--- src/rtl/cpu_pkg.sv ---
// -----------------------------------------------------------------------------
// cpu_pkg
//   Shared types and constants for the instruction fetch stage.
//   ADDR_W / INSTR_W   : program address and instruction word widths
//   FIFO_DEPTH_DEFAULT : default output buffer depth (power of 2, >= 2)
//   OPC_HALT           : opcode in bits [15:12] that stops fetch when halt
//                        detection is built in
//   fetch_state_t      : fetch FSM states
//   fetch_entry_t      : one buffered instruction with the address it came from
// -----------------------------------------------------------------------------
package cpu_pkg;

  localparam int ADDR_W             = 8;
  localparam int INSTR_W            = 16;
  localparam int FIFO_DEPTH_DEFAULT = 2;

  localparam logic [3:0] OPC_HALT = 4'hF;

  typedef enum logic [1:0] {
    IDLE = 2'd0,
    RUN  = 2'd1,
    HALT = 2'd2
  } fetch_state_t;

  typedef struct packed {
    logic [INSTR_W-1:0] instr;
    logic [ADDR_W-1:0]  pc;
  } fetch_entry_t;

  // True when the word carries the halt opcode in its top nibble.
  function automatic logic is_halt(input logic [INSTR_W-1:0] word);
    return word[INSTR_W-1 -: 4] == OPC_HALT;
  endfunction

endpackage

--- src/rtl/instr_fetch_if.sv ---
// -----------------------------------------------------------------------------
// instr_fetch_if
//   Bus bundle around the fetch stage: program-memory read port, redirect
//   input and the valid/ready instruction stream to the decoder.
//   master : the fetch stage (drives imem_rd_en/imem_addr and the instr_* stream)
//   slave  : the environment (program memory, branch unit, decoder)
// -----------------------------------------------------------------------------
interface instr_fetch_if;
  import cpu_pkg::*;

  logic               imem_rd_en;
  logic [ADDR_W-1:0]  imem_addr;
  logic [INSTR_W-1:0] imem_rdata;

  logic               redirect_valid;
  logic [ADDR_W-1:0]  redirect_pc;

  logic               instr_valid;
  logic               instr_ready;
  logic [INSTR_W-1:0] instr_data;
  logic [ADDR_W-1:0]  instr_pc;

  logic               halted;

  modport master (
    output imem_rd_en, imem_addr,
    input  imem_rdata,
    input  redirect_valid, redirect_pc,
    output instr_valid, instr_data, instr_pc,
    input  instr_ready,
    output halted
  );

  modport slave (
    input  imem_rd_en, imem_addr,
    output imem_rdata,
    output redirect_valid, redirect_pc,
    input  instr_valid, instr_data, instr_pc,
    output instr_ready,
    input  halted
  );

endinterface

--- src/rtl/instr_fetch_fifo.sv ---
// -----------------------------------------------------------------------------
// fetch_fifo
//   Small synchronous FIFO of fetch_entry_t used as the fetch output buffer.
//   Ports:
//     clk, rst   : clock, synchronous active-low reset (empties the FIFO)
//     push       : write push_data at the tail
//     push_data  : entry to write
//     pop        : drop the head entry (caller only pops when count != 0)
//     flush      : empty the FIFO; wins over push and pop in the same cycle
//     head       : entry at the head (meaningful only when count != 0)
//     count      : current occupancy, 0..DEPTH
//   The caller guarantees no push while full.
// -----------------------------------------------------------------------------
module fetch_fifo
  import cpu_pkg::*;
#(
  parameter  int DEPTH = FIFO_DEPTH_DEFAULT,
  localparam int PTR_W = $clog2(DEPTH),
  localparam int CNT_W = PTR_W + 1
) (
  input  logic             clk,
  input  logic             rst,
  input  logic             push,
  input  fetch_entry_t     push_data,
  input  logic             pop,
  input  logic             flush,
  output fetch_entry_t     head,
  output logic [CNT_W-1:0] count
);

  fetch_entry_t     mem_q [DEPTH];
  logic [PTR_W-1:0] wr_ptr_q, wr_ptr_d;
  logic [PTR_W-1:0] rd_ptr_q, rd_ptr_d;
  logic [CNT_W-1:0] count_q, count_d;

  // NOTE: every variable written here gets a default first so no latch is inferred.
  always_comb begin
    wr_ptr_d = wr_ptr_q;
    rd_ptr_d = rd_ptr_q;
    count_d  = count_q;
    if (flush) begin
      wr_ptr_d = '0;
      rd_ptr_d = '0;
      count_d  = '0;
    end else begin
      // Power-of-2 depth lets the pointers wrap naturally.
      if (push) wr_ptr_d = wr_ptr_q + 1'b1;
      if (pop)  rd_ptr_d = rd_ptr_q + 1'b1;
      count_d = count_q + CNT_W'(push) - CNT_W'(pop);
    end
  end

  // NOTE: state updates use non-blocking assignments so all flops sample pre-edge values.
  always_ff @(posedge clk) begin
    if (!rst) begin
      wr_ptr_q <= '0;
      rd_ptr_q <= '0;
      count_q  <= '0;
    end else begin
      wr_ptr_q <= wr_ptr_d;
      rd_ptr_q <= rd_ptr_d;
      count_q  <= count_d;
    end
  end

  // NOTE: storage is not reset; count_q alone decides which slots hold live data.
  always_ff @(posedge clk) begin
    if (push && !flush) mem_q[wr_ptr_q] <= push_data;
  end

  assign head  = mem_q[rd_ptr_q];
  assign count = count_q;

endmodule

--- src/rtl/instr_fetch.sv ---
// -----------------------------------------------------------------------------
// instr_fetch
//   Fetch stage: walks a PC through the 256x16 program image, issues reads to a
//   synchronous 1-cycle program memory and buffers the returned words in a small
//   FIFO that feeds the decoder over valid/ready.
//   Ports:
//     clk  : clock, all logic on posedge
//     rst  : synchronous active-low reset (0 = reset)
//     bus  : instr_fetch_if.master
//            imem_rd_en/imem_addr/imem_rdata   program memory read port
//            redirect_valid/redirect_pc        branch/jump target load
//            instr_valid/instr_ready/instr_data/instr_pc   decoder stream
//            halted                            fetch stopped on a halt opcode
//   Build option:
//     FETCH_HALT_DETECT_EN : a pushed word with opcode OPC_HALT stops further
//     reads and enters HALT until the next redirect. Without it halted is
//     tied 0 and fetch runs and wraps forever.
// -----------------------------------------------------------------------------
module instr_fetch
  import cpu_pkg::*;
#(
  parameter int FIFO_DEPTH = FIFO_DEPTH_DEFAULT
) (
  input logic           clk,
  input logic           rst,
  instr_fetch_if.master bus
);

  localparam int CNT_W = $clog2(FIFO_DEPTH) + 1;
  localparam logic [CNT_W:0] DEPTH_C = (CNT_W+1)'(FIFO_DEPTH);

  fetch_state_t      state_q, state_d;
  logic [ADDR_W-1:0] pc_q, pc_d;
  logic              inflight_q, inflight_d;
  logic [ADDR_W-1:0] inflight_addr_q, inflight_addr_d;
  fetch_entry_t      last_q, last_d;

  logic [CNT_W-1:0]  fifo_count;
  fetch_entry_t      fifo_head;
  fetch_entry_t      push_entry;
  logic              fifo_valid;
  logic              pop;
  logic              push;
  logic              halt_seen;
  logic              issue;
  logic [CNT_W:0]    occ_after;

  always_comb begin
    fifo_valid = fifo_count != '0;
    pop        = fifo_valid && bus.instr_ready;

    // A response arriving during a redirect is killed: it belongs to the old path.
    push       = inflight_q && !bus.redirect_valid;
    push_entry = '{instr: bus.imem_rdata, pc: inflight_addr_q};

`ifdef FETCH_HALT_DETECT_EN
    // Combinational detection so no read is issued alongside the halt word.
    halt_seen = push && is_halt(bus.imem_rdata);
`else
    halt_seen = 1'b0;
`endif

    // Credit check: entries left after this cycle's pop plus the response
    // still on its way must leave room for one more read.
    occ_after = (CNT_W+1)'(fifo_count) - (CNT_W+1)'(pop) + (CNT_W+1)'(inflight_q);
    issue     = (state_q == RUN) && !bus.redirect_valid && !halt_seen
                && (occ_after < DEPTH_C);

    state_d = state_q;
    case (state_q)
      IDLE:    state_d = RUN;
      RUN:     if (halt_seen) state_d = HALT;
      HALT:    if (bus.redirect_valid) state_d = RUN;
      default: state_d = IDLE;
    endcase

    pc_d = pc_q;
    if (bus.redirect_valid) pc_d = bus.redirect_pc;
    else if (issue)         pc_d = pc_q + 1'b1;

    inflight_d      = issue;
    inflight_addr_d = issue ? pc_q : inflight_addr_q;

    // Remember the last head shown so outputs hold when the FIFO drains.
    last_d = fifo_valid ? fifo_head : last_q;
  end

  always_ff @(posedge clk) begin
    if (!rst) begin
      state_q         <= IDLE;
      pc_q            <= '0;
      inflight_q      <= 1'b0;
      inflight_addr_q <= '0;
      last_q          <= '0;
    end else begin
      state_q         <= state_d;
      pc_q            <= pc_d;
      inflight_q      <= inflight_d;
      inflight_addr_q <= inflight_addr_d;
      last_q          <= last_d;
    end
  end

  fetch_fifo #(
    .DEPTH (FIFO_DEPTH)
  ) u_fifo (
    .clk       (clk),
    .rst       (rst),
    .push      (push),
    .push_data (push_entry),
    .pop       (pop),
    .flush     (bus.redirect_valid),
    .head      (fifo_head),
    .count     (fifo_count)
  );

  assign bus.imem_rd_en  = issue;
  assign bus.imem_addr   = pc_q;
  assign bus.instr_valid = fifo_valid;
  assign bus.instr_data  = fifo_valid ? fifo_head.instr : last_q.instr;
  assign bus.instr_pc    = fifo_valid ? fifo_head.pc    : last_q.pc;

`ifdef FETCH_HALT_DETECT_EN
  assign bus.halted = (state_q == HALT);
`else
  assign bus.halted = 1'b0;
`endif

endmodule
--- src/flat_wrapper.sv ---
// flat-port wrapper written by rule: the top's interface ports become plain ports
module instr_fetch_flat import cpu_pkg::*;
#(
  parameter int FIFO_DEPTH = FIFO_DEPTH_DEFAULT
)
  (clk, rst, bus_imem_rd_en, bus_imem_addr, bus_imem_rdata, bus_redirect_valid, bus_redirect_pc, bus_instr_valid, bus_instr_data, bus_instr_pc, bus_instr_ready, bus_halted);
  instr_fetch_if bus_i ();
  input logic clk;
  input logic rst;
  output wire logic [$bits(bus_i.imem_rd_en)-1:0] bus_imem_rd_en;
  output wire logic [$bits(bus_i.imem_addr)-1:0] bus_imem_addr;
  input wire logic [$bits(bus_i.imem_rdata)-1:0] bus_imem_rdata;
  input wire logic [$bits(bus_i.redirect_valid)-1:0] bus_redirect_valid;
  input wire logic [$bits(bus_i.redirect_pc)-1:0] bus_redirect_pc;
  output wire logic [$bits(bus_i.instr_valid)-1:0] bus_instr_valid;
  output wire logic [$bits(bus_i.instr_data)-1:0] bus_instr_data;
  output wire logic [$bits(bus_i.instr_pc)-1:0] bus_instr_pc;
  input wire logic [$bits(bus_i.instr_ready)-1:0] bus_instr_ready;
  output wire logic [$bits(bus_i.halted)-1:0] bus_halted;
  assign bus_imem_rd_en = bus_i.imem_rd_en;
  assign bus_imem_addr = bus_i.imem_addr;
  assign bus_i.imem_rdata = bus_imem_rdata;
  assign bus_i.redirect_valid = bus_redirect_valid;
  assign bus_i.redirect_pc = bus_redirect_pc;
  assign bus_instr_valid = bus_i.instr_valid;
  assign bus_instr_data = bus_i.instr_data;
  assign bus_instr_pc = bus_i.instr_pc;
  assign bus_i.instr_ready = bus_instr_ready;
  assign bus_halted = bus_i.halted;
  instr_fetch #(.FIFO_DEPTH(FIFO_DEPTH)) u_core (.clk(clk), .rst(rst), .bus(bus_i));
endmodule
--- config.mk ---
export PLATFORM = sky130hd
export DESIGN_NAME = instr_fetch_flat
export DESIGN_NICKNAME = d
export VERILOG_FILES = /design/src/rtl/cpu_pkg.sv /design/src/rtl/instr_fetch_if.sv /design/src/rtl/instr_fetch_fifo.sv /design/src/rtl/instr_fetch.sv /design/src/flat_wrapper.sv
export SDC_FILE = /design/constraint.sdc
export NUM_CORES = 1
export LEC_CHECK = 0
export CAP_MARGIN = 10
export CORE_ASPECT_RATIO = 0.9
export CORE_MARGIN = 3
export CORE_UTILIZATION = 30
export CTS_CLUSTER_DIAMETER = 60
export DETAILED_ROUTE_END_ITERATION = 7
export PLACE_DENSITY_LB_ADDON = 0.05
export SLEW_MARGIN = 20
export SYNTH_ARGS = -nofsm -noshare
export SYNTH_HDL_FRONTEND = slang
export SYNTH_SLANG_ARGS = --single-unit
--- constraint.sdc ---
create_clock -name clk -period 7.9 [get_ports clk]
set_input_delay 1.975 -clock clk [delete_from_list [all_inputs] [get_ports clk]]
set_output_delay 1.975 -clock clk [all_outputs]
set_load 0.01 [all_outputs]
Word level (Yosys, flattened, before mapping)
Memory sizes are Yosys's and may differ from the RTL's. A register that Yosys moved wholly into a read port is not among the register bits.
Cells that the tools add are included.
- reduce and logical (&&, ||, !) cells: 11
- equal/unequal tests: 3
- $lt $le $gt $ge: 1
- mux-type cells: 10
- $add $sub $neg: 7
- bitwise gates (word level): 2
- operator list (cell ; number):
    $mux 8 ; 3
    $mux 16 ; 1
    $add 8x1->8 const B ; 1
    $pmux 2 s3 ; 1
    $logic_and 1x1->1 ; 5
    $mux 1 ; 4
    $reduce_bool 2->1 ; 2
    $add 3x1->3 ; 1
    $lt 3x2->1 const B ; 1
    $sub 2x1->3 ; 1
    $add 1x1->1 const B ; 2
    $add 2x1->2 ; 1
    $eq 2x1->1 const B ; 1
    $eq 2x2->1 const B ; 1
    $logic_not 2->1 ; 1
    $mux 2 ; 1
    $ne 2x2->1 const B ; 1
    $not 1->1 ; 2
    $reduce_and 2->1 ; 1
    $reduce_or 2->1 ; 1
    $sub 2x1->2 ; 1
    $logic_not 1->1 ; 1
- output and inout port bits: 35
- word-level logic and storage cells: 44
- memories: 1
- input port bits: 28
- RAM bits: 48
- bits in registers: 47
- memory list (name ; words ; width ; read ports ; clocked after memory_dff ; write ports ; line ; RTL):
    u_core.u_fifo.mem_q ; 2 ; 24 ; 1 ; 1 ; 1 ; instr_fetch_fifo.sv:31 ; fetch_entry_t mem_q [DEPTH];

Depth between registers and ports, before layout
- word-level depth: 8
- mapped depth: 11
- gate-level depth less buffers: 9

Hierarchy
A second synthesis with hierarchy kept.
- cells, all modules: 280
- area total of the unflattened synthesis: 3844.9 µm²
- by module, submodules not included (module ; area each (µm²) ; cells an instance ; times used ; sequential area each (µm²)):
    fetch_fifo ; 2055.7 ; 96 ; 1 ; 1541.5
    instr_fetch ; 1789.2 ; 184 ; 1 ; 840.8

Worst setup path before layout
OpenSTA, ideal clock, no wires.
- kind: input to output
- from: input port bus_instr_ready
- to: output port bus_imem_rd_en
- stages: 6
- required time: 5925 ps
- arrival: 3369 ps
- buffers on the path: 1
- path slack: 2556 ps
- cells stage by stage: xor2_1 > nand2_1 > fa_1 > nand2_1 > nor3_2 > buf_6
- cells in the longest elaborated chain, start to end: 5
- ends and longest elaborated chain (what ; line ; RTL):
    start, declared ; flat_wrapper.sv:18 ; input wire logic [$bits(bus_i.instr_ready)-1:0] bus_instr_ready;
    $logic_and 1x1->1 ; instr_fetch.sv:50 ; pop = fifo_valid && bus.instr_ready;
    $sub 2x1->3 ; instr_fetch.sv:65 ; occ_after = (CNT_W+1)'(fifo_count) - (CNT_W+1)'(pop) + (CNT_W+1)'(inflight_q);
    $add 3x1->3 ; instr_fetch.sv:65 ;
    $lt 3x2->1 ; instr_fetch.sv:67 ; && (occ_after < DEPTH_C);
    $logic_and 1x1->1 ; instr_fetch.sv:67 ;
    end, declared ; flat_wrapper.sv:10 ; output wire logic [$bits(bus_i.imem_rd_en)-1:0] bus_imem_rd_en;
No other way between the ends.

Worst setup path in the final report
Same ends and word-level chain as after synthesis.

==> run summary <==
Status -> finished, final reports clean
Area leader, netlist -> edfxtp_1
Diodes inserted -> 0
Via count -> 2210
Nets -> 388
Worst setup EP type -> primary output
Final slew viol count -> 0
Worst min path class -> flip-flop to flip-flop
CP Launch Type -> input port
Vias/cell -> 4.27
Post_cts resized -> 0
Drt wl/cell -> 13.8 microns
CTS tree -> built
Worst path bufs/invs -> 3
Synth unique cells -> 36
Lkg Pwr -> 1.62 nW
Global-route wire length before repair -> 11500 microns
Post-synthesis mux area share -> 6.80%
Setup bufs post-CTS -> 0
Syn Std Cell Area -> 3680 sq um
Final setup vio count -> 0
WHS -> 455 ps
# hold bufs at CTS -> 0
Die area -> 13600 sq um
Worst-case clock buffer depth -> 2
Post-Synth Simple-Gate Area -> 13.7%
P&R area growth vs syn -> 27.7%
Fin crit share -> 80.0%
Commonest non-fill, non-tap cell in the layout -> clkdlybuf4s50_1
Post-synth ARST share -> 0%
Clock slew at reported path FFs -> 60 ps
Max-Cap Viols -> 0
Final HPWL DP -> 4490 microns
Post-Place Setup Slack -> 1560 ps
Final Critical Period -> 6320 ps
Fill cells -> 1164
Pin count of the biggest net entering global routing -> 53
Placer congestion estimate -> 0.788
RSZ-0062 raised after global routing -> false
Multi-input logic area -> 1170 sq um
Highest-delay cell along the critical path -> clkdlybuf4s50_1
# IOs -> 63
Mapped Cells -> 300
I/O Buffers -> 61
CTS H-tree depth -> 3
Worst endpoint data arrival time -> 4350 ps
Final worst-path setup slack -> 1580 ps
Worst-Margin Slew -> 950 ps
Sequential cell area -> 2380 sq um
Most frequent cells in the layout -> 60 x clkdlybuf4s50_1, 48 x edfxtp_1, 46 x dfxtp_1
GRT Total Usage -> 11.1%
Power Density -> 218 nW/um^2
CTS root buffer -> clkbuf_16
Adder-cell share of the synthesized area -> 1.22%
CP max FO -> 18
WS Path Type -> input port to primary output
Number of remaining DRC errors -> 0
Setup_tns -> 0 ps
Peak supply drop -> 0.104 mV
Clk Latency, worst-skew pair -> 330 ps
Top cell type's share of synthesized area -> 39.2%
Largest stage delay, worst path -> 560 ps
Vias in the first global route -> 2166
Initial antenna violation count -> 0
Rel. slew slack -> 36.5%
Placeable Area -> 11700 sq um
Layout cells sized above 1 -> 7.46%
Register area share after synthesis -> 64.8%
Row Count -> 37
Total grt overflow -> 0
Starting Density -> 31.4%
Top post-synthesis cells by area -> edfxtp_1 39%, dfxtp_1 26%, mux2i_1 6.8%
Die Ht -> 111 microns
Post-synth EDFFs -> 48
Yosys reg bits -> 95
Post-route ant nets -> 0
Worst path top cell family by delay -> buffers and inverters
Final hold violations -> 0
Largest family of logic cells by synthesized area -> simple AND/OR/NAND/NOR gates
Cell Chain, Critical Path -> clkdlybuf4s50_1 > xor2_1 > nand2_1 > fa_1 > nand2_1 > nor3_2 > buf_4 > clkdlybuf4s50_1
Die Wd -> 123 microns
Clock Sinks -> 95
Fmax -> 0.158 GHz
Synth Net Count -> 331
Compound-Gate Fraction of Synth Area -> 6.53%
Required @ worst endpoint -> 5930 ps
Ys Warns -> 0
Layout Skew -> 5.28 ps
XOR/XNOR share of the synthesized area -> 3.30%
Synth Flop Type -> edfxtp_1
Drt pass-1 iters -> 4
Total wire length -> 7120 microns
Total CTS buffers -> 9
Iter 0 DRT Violations -> 114
Mean Syn Cell Area -> 12.3 sq um
==> power by group <==
group	switching [mW]	internal, mW	total, mW
Clock	0.173	0.258	0.430
Combinational	0.0269	0.0320	0.0589
Sequential	0.00811	0.526	0.534
Total	0.208	0.816	1.02
==> synth_stat cells, drive strengths merged (2+ instances only) <==
cell / number
edfxtp: 48
dfxtp: 47
o21ai: 37
nand2: 36
and2: 26
mux2i: 25
nand3: 11
clkbuf: 9
buf: 8
nor2: 7
xnor2: 7
xor2: 6
a21oi: 5
nand2b: 4
nor3: 4
o211a: 3
ha: 2
inv: 2
nand4: 2
nor2b: 2
==> metal layers <==
layer	wire [microns]	share of wire, %	vias to the layer above	GRT usage [%]
met2	3220	45	43	16.4
li1	-	-	1152	-
met4	102	1.4	0	3.81
met5	0	0	-	0
met3	361	5.1	11	3.67
met1	3450	48	1004	15.1
==> final timing paths <==
path                                  start                        end  slack [ps]  depth (start not counted)
setup / recovery            bus_instr_ready             bus_imem_rd_en        1580                          8
hold / removal    u_core.inflight_addr_q[3]  u_core.u_fifo.mem_q[0][3]         460                          0
setup reg to reg     u_core.u_fifo.count[1]    u_core.bus.imem_addr[5]        4920                          9
hold reg to reg   u_core.inflight_addr_q[3]  u_core.u_fifo.mem_q[0][3]         460                          0
==> registers in the layout, summed over array words and instances, names as in the netlist, named ones only <==
name                    count
u_core.bus.imem_addr        8
u_core.inflight_addr_q      8
u_core.inflight_q           1
u_core.last_q              24
u_core.state_q              1
u_core.u_fifo.count         2
u_core.u_fifo.mem_q        48
u_core.u_fifo.rd_ptr_q      1
u_core.u_fifo.wr_ptr_q      1
==> through the flow <==
step / utilization (%) / power (mW) / instances / instance area (sq um)
finish: 40.1 / 1.02 / 518 / 4700
global route: 40.1 / 1.07 / 518 / 4700
CTS: 40.1 / 1.04 / 518 / 4700
detailed placement: 37.5 / 0.606 / 502 / 4390
global placement: 37.5 / 0.605 / 502 / 4390
floorplan: - / 0.572 / 300 / 3680
==> layout make-up <==
| type | count | share of cell area [%] |
|---|---|---|
| flip-flops and latches | 95 | 50.7 |
| clock buffers | 14 | 6.29 |
| inverters | 3 | 0.240 |
| well taps | 156 | 4.16 |
| clock inverters | 2 | 0.213 |
| repair buffers | 64 | 13.4 |
| multi-input cells | 184 | 25.0 |
==> cells by family (layout without fill, tap and decap cells) <==
| group | Yosys count | in the layout |
|---|---|---|
| AOI/OAI and AO/OA | 45 | 45 |
| xor gates and xnor gates | 13 | 13 |
| adders and majority gates | 3 | 3 |
| buffers and inverters | 21 | 83 |
| DFF | 95 | 95 |
| muxes | 25 | 25 |
| other | 1 | 1 |
| and+or+nand+nor | 97 | 97 |
Note: power is estimated with default switching activity, not from simulation.
